$ cat src/rtl/neotang_sdram_arbiter_pkg.sv
// Shared types and constants for the NeoTang SDRAM request arbiter.
package neotang_sdram_pkg;

  localparam int SDRAM_ADDR_W = 25;
  localparam int SDRAM_DATA_W = 16;

  typedef enum logic [1:0] {
    IDLE = 2'd0,
    BUSY = 2'd1,
    DONE = 2'd2
  } arb_state_t;

  typedef struct packed {
    logic                    we;
    logic [SDRAM_ADDR_W-1:0] addr;
    logic [SDRAM_DATA_W-1:0] wdata;
    logic [1:0]              be;
  } sdram_req_t;

  localparam int CLI_PROM = 0;
  localparam int CLI_CROM = 1;
  localparam int CLI_FIX  = 2;

endpackage

$ cat src/rtl/neotang_sdram_arbiter_if.sv
// Bus bundle between loader/fetch clients, the arbiter and sdram_controller.
interface neotang_sdram_arbiter_if
  import neotang_sdram_pkg::*;
#(
  parameter int N_RD   = 3,
  parameter int ADDR_W = SDRAM_ADDR_W,
  parameter int DATA_W = SDRAM_DATA_W
);
  logic                   loader_busy;
  logic                   wr_req;
  logic [ADDR_W-1:0]      wr_addr;
  logic [DATA_W-1:0]      wr_data;
  logic [1:0]             wr_be;
  logic                   wr_ack;
  logic [N_RD-1:0]        rd_req;
  logic [N_RD*ADDR_W-1:0] rd_addr;
  logic [N_RD-1:0]        rd_ack;
  logic [DATA_W-1:0]      rd_data;
  logic                   ctl_req;
  logic                   ctl_we;
  logic [ADDR_W-1:0]      ctl_addr;
  logic [DATA_W-1:0]      ctl_wdata;
  logic [1:0]             ctl_be;
  logic                   ctl_ack;
  logic [DATA_W-1:0]      ctl_rdata;
  logic                   arb_busy;

  modport master (
    input  loader_busy, wr_req, wr_addr, wr_data, wr_be, rd_req, rd_addr, ctl_ack, ctl_rdata,
    output wr_ack, rd_ack, rd_data, ctl_req, ctl_we, ctl_addr, ctl_wdata, ctl_be, arb_busy
  );

  modport slave (
    output loader_busy, wr_req, wr_addr, wr_data, wr_be, rd_req, rd_addr, ctl_ack, ctl_rdata,
    input  wr_ack, rd_ack, rd_data, ctl_req, ctl_we, ctl_addr, ctl_wdata, ctl_be, arb_busy
  );

endinterface

$ cat src/rtl/neotang_sdram_arbiter_rr_picker.sv
// Combinational round-robin picker: first set request at or after ptr, wrapping.
module neotang_rr_picker #(
  parameter int N_RD = 3,
  parameter int ID_W = 2
) (
  input  logic [N_RD-1:0] req,
  input  logic [ID_W-1:0] ptr,
  output logic [ID_W-1:0] gnt_id,
  output logic            gnt_vld
);

  function automatic int wrap(input int v);
    return (v >= N_RD) ? v - N_RD : v;
  endfunction

  // Walk from farthest to nearest so the nearest hit is the one left standing.
  always_comb begin
    gnt_id  = '0;
    gnt_vld = 1'b0;
    for (int i = N_RD - 1; i >= 0; i--) begin
      if (req[wrap(int'(ptr) + i)]) begin
        gnt_id  = ID_W'(wrap(int'(ptr) + i));
        gnt_vld = 1'b1;
      end
    end
  end

endmodule

$ cat src/rtl/neotang_sdram_arbiter.sv
// Single-outstanding SDRAM port arbiter: loader writes first, then N_RD readers.
// Build option ARB_ROUND_ROBIN_EN selects round-robin read grants (else fixed priority, client 0 first).
module neotang_sdram_arbiter
  import neotang_sdram_pkg::*;
#(
  parameter int N_RD   = 3,
  parameter int ADDR_W = SDRAM_ADDR_W,
  parameter int DATA_W = SDRAM_DATA_W
) (
  input logic                     clk_27m,
  input logic                     reset_n,
  neotang_sdram_arbiter_if.master bus
);

  localparam int ID_W = (N_RD > 1) ? $clog2(N_RD) : 1;

  arb_state_t      state_q, state_nxt;
  logic            gnt_wr_q;
  logic [ID_W-1:0] gnt_id_q;
  logic            grant_en, grant_wr;
  logic [ID_W-1:0] rd_id;
  logic            rd_vld;

`ifdef ARB_ROUND_ROBIN_EN
  logic [ID_W-1:0] rr_ptr_q;

  neotang_rr_picker #(.N_RD(N_RD), .ID_W(ID_W)) u_picker (
    .req     (bus.rd_req),
    .ptr     (rr_ptr_q),
    .gnt_id  (rd_id),
    .gnt_vld (rd_vld)
  );

  always_ff @(posedge clk_27m) begin
    if (!reset_n)
      rr_ptr_q <= '0;
    else if (grant_en && !grant_wr)
      rr_ptr_q <= (rd_id == ID_W'(N_RD - 1)) ? '0 : rd_id + ID_W'(1);
  end
`else
  always_comb begin
    rd_id  = '0;
    rd_vld = 1'b0;
    for (int i = N_RD - 1; i >= 0; i--) begin
      if (bus.rd_req[i]) begin
        rd_id  = ID_W'(i);
        rd_vld = 1'b1;
      end
    end
  end
`endif

  always_ff @(posedge clk_27m) begin
    if (!reset_n) state_q <= IDLE;
    else          state_q <= state_nxt;
  end

  // Grants happen only in IDLE; DONE is a dead cycle so a client that drops req on its ack is not re-granted.
  always_comb begin
    state_nxt = state_q;
    grant_en  = 1'b0;
    grant_wr  = 1'b0;
    unique case (state_q)
      IDLE: begin
        if (bus.wr_req) begin
          grant_en  = 1'b1;
          grant_wr  = 1'b1;
          state_nxt = BUSY;
        end else if (!bus.loader_busy && rd_vld) begin
          grant_en  = 1'b1;
          state_nxt = BUSY;
        end
      end
      BUSY:    if (bus.ctl_ack) state_nxt = DONE;
      DONE:    state_nxt = IDLE;
      default: state_nxt = IDLE;
    endcase
  end

  always_ff @(posedge clk_27m) begin
    if (!reset_n) begin
      gnt_wr_q      <= 1'b0;
      gnt_id_q      <= '0;
      bus.ctl_req   <= 1'b0;
      bus.ctl_we    <= 1'b0;
      bus.ctl_addr  <= '0;
      bus.ctl_wdata <= '0;
      bus.ctl_be    <= 2'b00;
      bus.wr_ack    <= 1'b0;
      bus.rd_ack    <= '0;
      bus.rd_data   <= '0;
    end else begin
      bus.wr_ack <= 1'b0;
      bus.rd_ack <= '0;
      case (state_q)
        IDLE: begin
          if (grant_en) begin
            bus.ctl_req <= 1'b1;
            gnt_wr_q    <= grant_wr;
            gnt_id_q    <= grant_wr ? '0 : rd_id;
            if (grant_wr) begin
              bus.ctl_we    <= 1'b1;
              bus.ctl_addr  <= bus.wr_addr;
              bus.ctl_wdata <= bus.wr_data;
              bus.ctl_be    <= bus.wr_be;
            end else begin
              bus.ctl_we    <= 1'b0;
              bus.ctl_addr  <= bus.rd_addr[int'(rd_id) * ADDR_W +: ADDR_W];
              bus.ctl_wdata <= '0;
              bus.ctl_be    <= 2'b11;
            end
          end
        end
        BUSY: begin
          if (bus.ctl_ack) begin
            bus.ctl_req <= 1'b0;
            if (gnt_wr_q) begin
              bus.wr_ack <= 1'b1;
            end else begin
              bus.rd_ack[gnt_id_q] <= 1'b1;
              bus.rd_data          <= bus.ctl_rdata;
            end
          end
        end
        default: ;
      endcase
    end
  end

  assign bus.arb_busy = (state_q != IDLE);

endmodule

$ cat src/flat_wrapper.sv
// flat-port wrapper written by rule: the top's interface ports become plain ports
module neotang_sdram_arbiter_flat import neotang_sdram_pkg::*;
#(
  parameter int N_RD   = 3,
  parameter int ADDR_W = SDRAM_ADDR_W,
  parameter int DATA_W = SDRAM_DATA_W
)
  (clk_27m, reset_n, bus_loader_busy, bus_wr_req, bus_wr_addr, bus_wr_data, bus_wr_be, bus_rd_req, bus_rd_addr, bus_ctl_ack, bus_ctl_rdata, bus_wr_ack, bus_rd_ack, bus_rd_data, bus_ctl_req, bus_ctl_we, bus_ctl_addr, bus_ctl_wdata, bus_ctl_be, bus_arb_busy);
  neotang_sdram_arbiter_if #(.N_RD(N_RD), .ADDR_W(ADDR_W), .DATA_W(DATA_W)) bus_i ();
  input logic clk_27m;
  input logic reset_n;
  input wire logic [$bits(bus_i.loader_busy)-1:0] bus_loader_busy;
  input wire logic [$bits(bus_i.wr_req)-1:0] bus_wr_req;
  input wire logic [$bits(bus_i.wr_addr)-1:0] bus_wr_addr;
  input wire logic [$bits(bus_i.wr_data)-1:0] bus_wr_data;
  input wire logic [$bits(bus_i.wr_be)-1:0] bus_wr_be;
  input wire logic [$bits(bus_i.rd_req)-1:0] bus_rd_req;
  input wire logic [$bits(bus_i.rd_addr)-1:0] bus_rd_addr;
  input wire logic [$bits(bus_i.ctl_ack)-1:0] bus_ctl_ack;
  input wire logic [$bits(bus_i.ctl_rdata)-1:0] bus_ctl_rdata;
  output wire logic [$bits(bus_i.wr_ack)-1:0] bus_wr_ack;
  output wire logic [$bits(bus_i.rd_ack)-1:0] bus_rd_ack;
  output wire logic [$bits(bus_i.rd_data)-1:0] bus_rd_data;
  output wire logic [$bits(bus_i.ctl_req)-1:0] bus_ctl_req;
  output wire logic [$bits(bus_i.ctl_we)-1:0] bus_ctl_we;
  output wire logic [$bits(bus_i.ctl_addr)-1:0] bus_ctl_addr;
  output wire logic [$bits(bus_i.ctl_wdata)-1:0] bus_ctl_wdata;
  output wire logic [$bits(bus_i.ctl_be)-1:0] bus_ctl_be;
  output wire logic [$bits(bus_i.arb_busy)-1:0] bus_arb_busy;
  assign bus_i.loader_busy = bus_loader_busy;
  assign bus_i.wr_req = bus_wr_req;
  assign bus_i.wr_addr = bus_wr_addr;
  assign bus_i.wr_data = bus_wr_data;
  assign bus_i.wr_be = bus_wr_be;
  assign bus_i.rd_req = bus_rd_req;
  assign bus_i.rd_addr = bus_rd_addr;
  assign bus_i.ctl_ack = bus_ctl_ack;
  assign bus_i.ctl_rdata = bus_ctl_rdata;
  assign bus_wr_ack = bus_i.wr_ack;
  assign bus_rd_ack = bus_i.rd_ack;
  assign bus_rd_data = bus_i.rd_data;
  assign bus_ctl_req = bus_i.ctl_req;
  assign bus_ctl_we = bus_i.ctl_we;
  assign bus_ctl_addr = bus_i.ctl_addr;
  assign bus_ctl_wdata = bus_i.ctl_wdata;
  assign bus_ctl_be = bus_i.ctl_be;
  assign bus_arb_busy = bus_i.arb_busy;
  neotang_sdram_arbiter #(.N_RD(N_RD), .ADDR_W(ADDR_W), .DATA_W(DATA_W)) u_core (.clk_27m(clk_27m), .reset_n(reset_n), .bus(bus_i));
endmodule
$ cat config.mk
export PLATFORM = sky130hd
export DESIGN_NAME = neotang_sdram_arbiter_flat
export DESIGN_NICKNAME = d
export VERILOG_FILES = /design/src/rtl/neotang_sdram_arbiter_pkg.sv /design/src/rtl/neotang_sdram_arbiter_if.sv /design/src/rtl/neotang_sdram_arbiter_rr_picker.sv /design/src/rtl/neotang_sdram_arbiter.sv /design/src/flat_wrapper.sv
export SDC_FILE = /design/constraint.sdc
export NUM_CORES = 1
export LEC_CHECK = 0
export BUFFER_PORTS_ARGS = -buffer_cell sky130_fd_sc_hd__buf_2
export CORE_MARGIN = 3
export CORE_UTILIZATION = 43
export DETAILED_ROUTE_END_ITERATION = 7
export PLACE_DENSITY = 0.8
export SYNTH_ARGS = -nofsm -noshare
export SYNTH_HDL_FRONTEND = slang
export SYNTH_SLANG_ARGS = --single-unit
export TNS_END_PERCENT = 10
$ cat constraint.sdc
create_clock -name clk_27m -period 1.7 [get_ports clk_27m]
set_input_delay 0 -clock clk_27m [delete_from_list [all_inputs] [get_ports clk_27m]]
set_output_delay 0 -clock clk_27m [all_outputs]
set_load 0.03 [all_outputs]
==> metrics.yaml <==
finish:
  final_nets: 840
  postLayoutCellArea_sq_um: 5360
  fillerInstances: 560
  area_growth_pct: 60.2
  final_common_cell: "buf_2"
  mostFrequentLayoutCells: "207 x buf_2, 93 x nand2_1, 79 x o21ai_0, 70 x dlygate4sd3_1, 69 x dfxtp_1"
  drive_gt1_share_pct: 35.3
power:
  max-vdd-ir-drop_mv: 0.503
  p_leak_uw: 0.00258
  powerDensity_nw_per_um2: 892
cts:
  worstSkewPairLatency_ns: 0.33
  cts_inserted_buffers: 9
  cts_buffer_depth: 2
  cts_sinks: 69
  post_cts_resized: 0
  clk_pin_slew_ns: 0.09
  cts_tree: "yes"
  clockRootBuffer: "clkbuf_8"
  htreeDepth: 3
synthesis:
  synth_cells: 431
  synth_seq_cells: 69
  async_reset_ff_share_pct: 0
  synth_top_area_share_pct: 41.3
  synth_flop_cell: "dfxtp_1"
  avgSynthCellArea_sq_um: 7.76
  synth_area_leaders: "dfxtp_1 41%, o21ai_0 12%, nand2_1 10%"
  syn_area_sq_um: 3340
  synth_top_cell_by_area: "dfxtp_1"
  ys_types: 36
  synth_compound_area_share_pct: 32.4
  ys_warn_count: 0
  syn-num-nets: 573
  synthXorXnorAreaFrac_pct: 0
  synth-simple-area-share_pct: 19.3
  synth_fa_ha_area_share_pct: 0
  synth_enable_flop_cells: 0
  synth_top_family_by_area: "compound AO/OA/AOI/OAI gates"
  synthMuxAreaShare_pct: 0
  seq_area_frac_synth_pct: 41.3
placed_design:
  gp_congestion: 0.790
  place_area_sq_um: 4410
  port_buffers: 207
  hpwl_um: 7990
drt:
  num_vias: 4302
  drc_errors: 0
  avgRoutedWirePerCell_um: 15.9
  drtIter0Drc: 208
  drt_first_pass_iters: 5
  ant_nets: 0
  avgViaCountPerCell: 5.36
  wl_um: 12800
global_routing:
  grt_pass1_vias: 4271
  overflow: 0
  grt_max_degree: 41
  antenna_found_initial: 0
  grt_pass1_wl_um: 19700
  track_usage_pct: 28.1
sta:
  fin_setup_tns_ns: 0
  slew_headroom_pct: 69.3
  fmax_ghz: 0.634
  final_max_slew_viol_count: 0
  worst_pin_slew_ns: 0.460
  clock_skew_ns: 0.0120
  rsz0062_at_grt: "no"
  hold_violations: 0
  setup_viol: 0
  layout_worst_path_cycle_share_pct: 92.8
  fin_crit_ns: 1.58
critical_path:
  reg2reg_slack_ns: 0.12
  crit_type: "flip-flop to flip-flop"
  required_ns: 1.92
  start_kind: "flip-flop"
  end_kind: "flip-flop"
  cp.arrival_ns: 1.80
  crit_fanout: 40
die:
  die_x_um: 94.2
  rows: 31
  start_util_pct: 45.1
  io_pins: 208
  chipHeight_um: 94.2
  dieArea_sq_um: 8870
  core_region_area_sq_um: 7410
run_status:
  status: "complete, no violations"
flow_run:
  max-cap-violations: 0
min_path:
  hold_path.class: "primary input to flip-flop"
metal layers:
layer	vias to the layer above	track usage, %	wire length [um]
met2	267	50.4	6300
met1	1959	29.7	4790
met5	-	0	0
li1	2016	-	-
met4	0	16.7	565
met3	60	6.49	1100
cell families (layout without fill, tap and decap cells):
family | count (synthesis) | after routing
AO/OA/AOI/OAI | 191 | 191
buffers and inverters | 37 | 309
flip-flops | 69 | 69
other | 0 | 1
AND/OR/NAND/NOR | 134 | 134
what timing repair did:
item / CTS / global route
setup buffers: 0 / 0
hold endpoints to repair: 57 / 0
hold buffers: 70 / 0
flip-flops by register name, indices dropped and copies added (netlist names):
register              cells
u_core.bus.rd_ack         3
u_core.bus.ctl_wdata     16
u_core.bus.ctl_addr      25
u_core.bus.wr_ack         1
u_core.gnt_id_q           2
u_core.bus.ctl_we         1
u_core.bus.ctl_be         2
u_core.bus.rd_data       16
u_core.state_q            2
u_core.bus.ctl_req        1
power by group:
part	internal [uW]	switching [uW]
registers	1750	72.5
clock network	983	667
logic	539	768
cell type report:
class                      instances  area, sq um  share of cell area, %
timing repair buffer             292         1860                   34.7
sequential                        69         1380                   25.8
multi-input combinational        325         1740                   32.5
clock inverter                     7          121                   2.26
tap                               99          124                   2.31
antenna                            1         2.50                 0.0467
inverter                           1         3.75                 0.0700
clock buffer                       9          124                   2.31
cells in the mapped netlist, drive strengths merged (2+ instances only):
master and instances:
nor2b 2, nor4b 2, a22oi 2, nand2b 2, nor2 5, or3b 2
nor3b 3, buf 24, dfxtp 69, a21boi 16, and2 17, a21o 25
o21ai 93, a21oi 52, nand2 93, clkbuf 12
path summary, 6_finish.rpt:
| path | startpoint | endpoint | cells after the start |
|---|---|---|---|
| max | u_core.state_q[0]$_SDFFE_PN0P_ | u_core.bus.ctl_addr[20]$_SDFFE_PN0P_ | 5 |
| min reg2reg | u_core.bus.rd_data[10]$_SDFFE_PN0P_ | u_core.bus.rd_data[10]$_SDFFE_PN0P_ | 2 |
| min | bus_wr_data[3] | u_core.bus.ctl_wdata[3]$_SDFFE_PN0P_ | 4 |
| max reg2reg | u_core.state_q[0]$_SDFFE_PN0P_ | u_core.bus.ctl_addr[20]$_SDFFE_PN0P_ | 5 |
metrics by stage:
| step | hold WS (ns) | utilization [%] | power (uW) | cells | setup WS [ns] |
|---|---|---|---|---|---|
| 2_1_floorplan | 0.135 | - | 2620 | 431 | 0.294 |
| 3_3_place_gp | 0.243 | 59.5 | 2980 | 716 | 0.193 |
| 3_5_place_dp | 0.251 | 59.5 | 3010 | 716 | 0.137 |
| 4_1_cts | 0.00153 | 72.3 | 4770 | 802 | 0.125 |
| 5_1_grt | 0.00910 | 72.3 | 4990 | 802 | 0.0313 |
| 6_report | 0.00426 | 72.3 | 4780 | 803 | 0.123 |
worst max-delay path, stage by stage, from the launching register on:
cell	delay, ns
dfxtp_1	0.32
or3b_2	0.52
buf_4	0.28
o21ai_0	0.15
a21o_1	0.13
a21oi_1	0.06
Power figures use the tool's default switching activity.
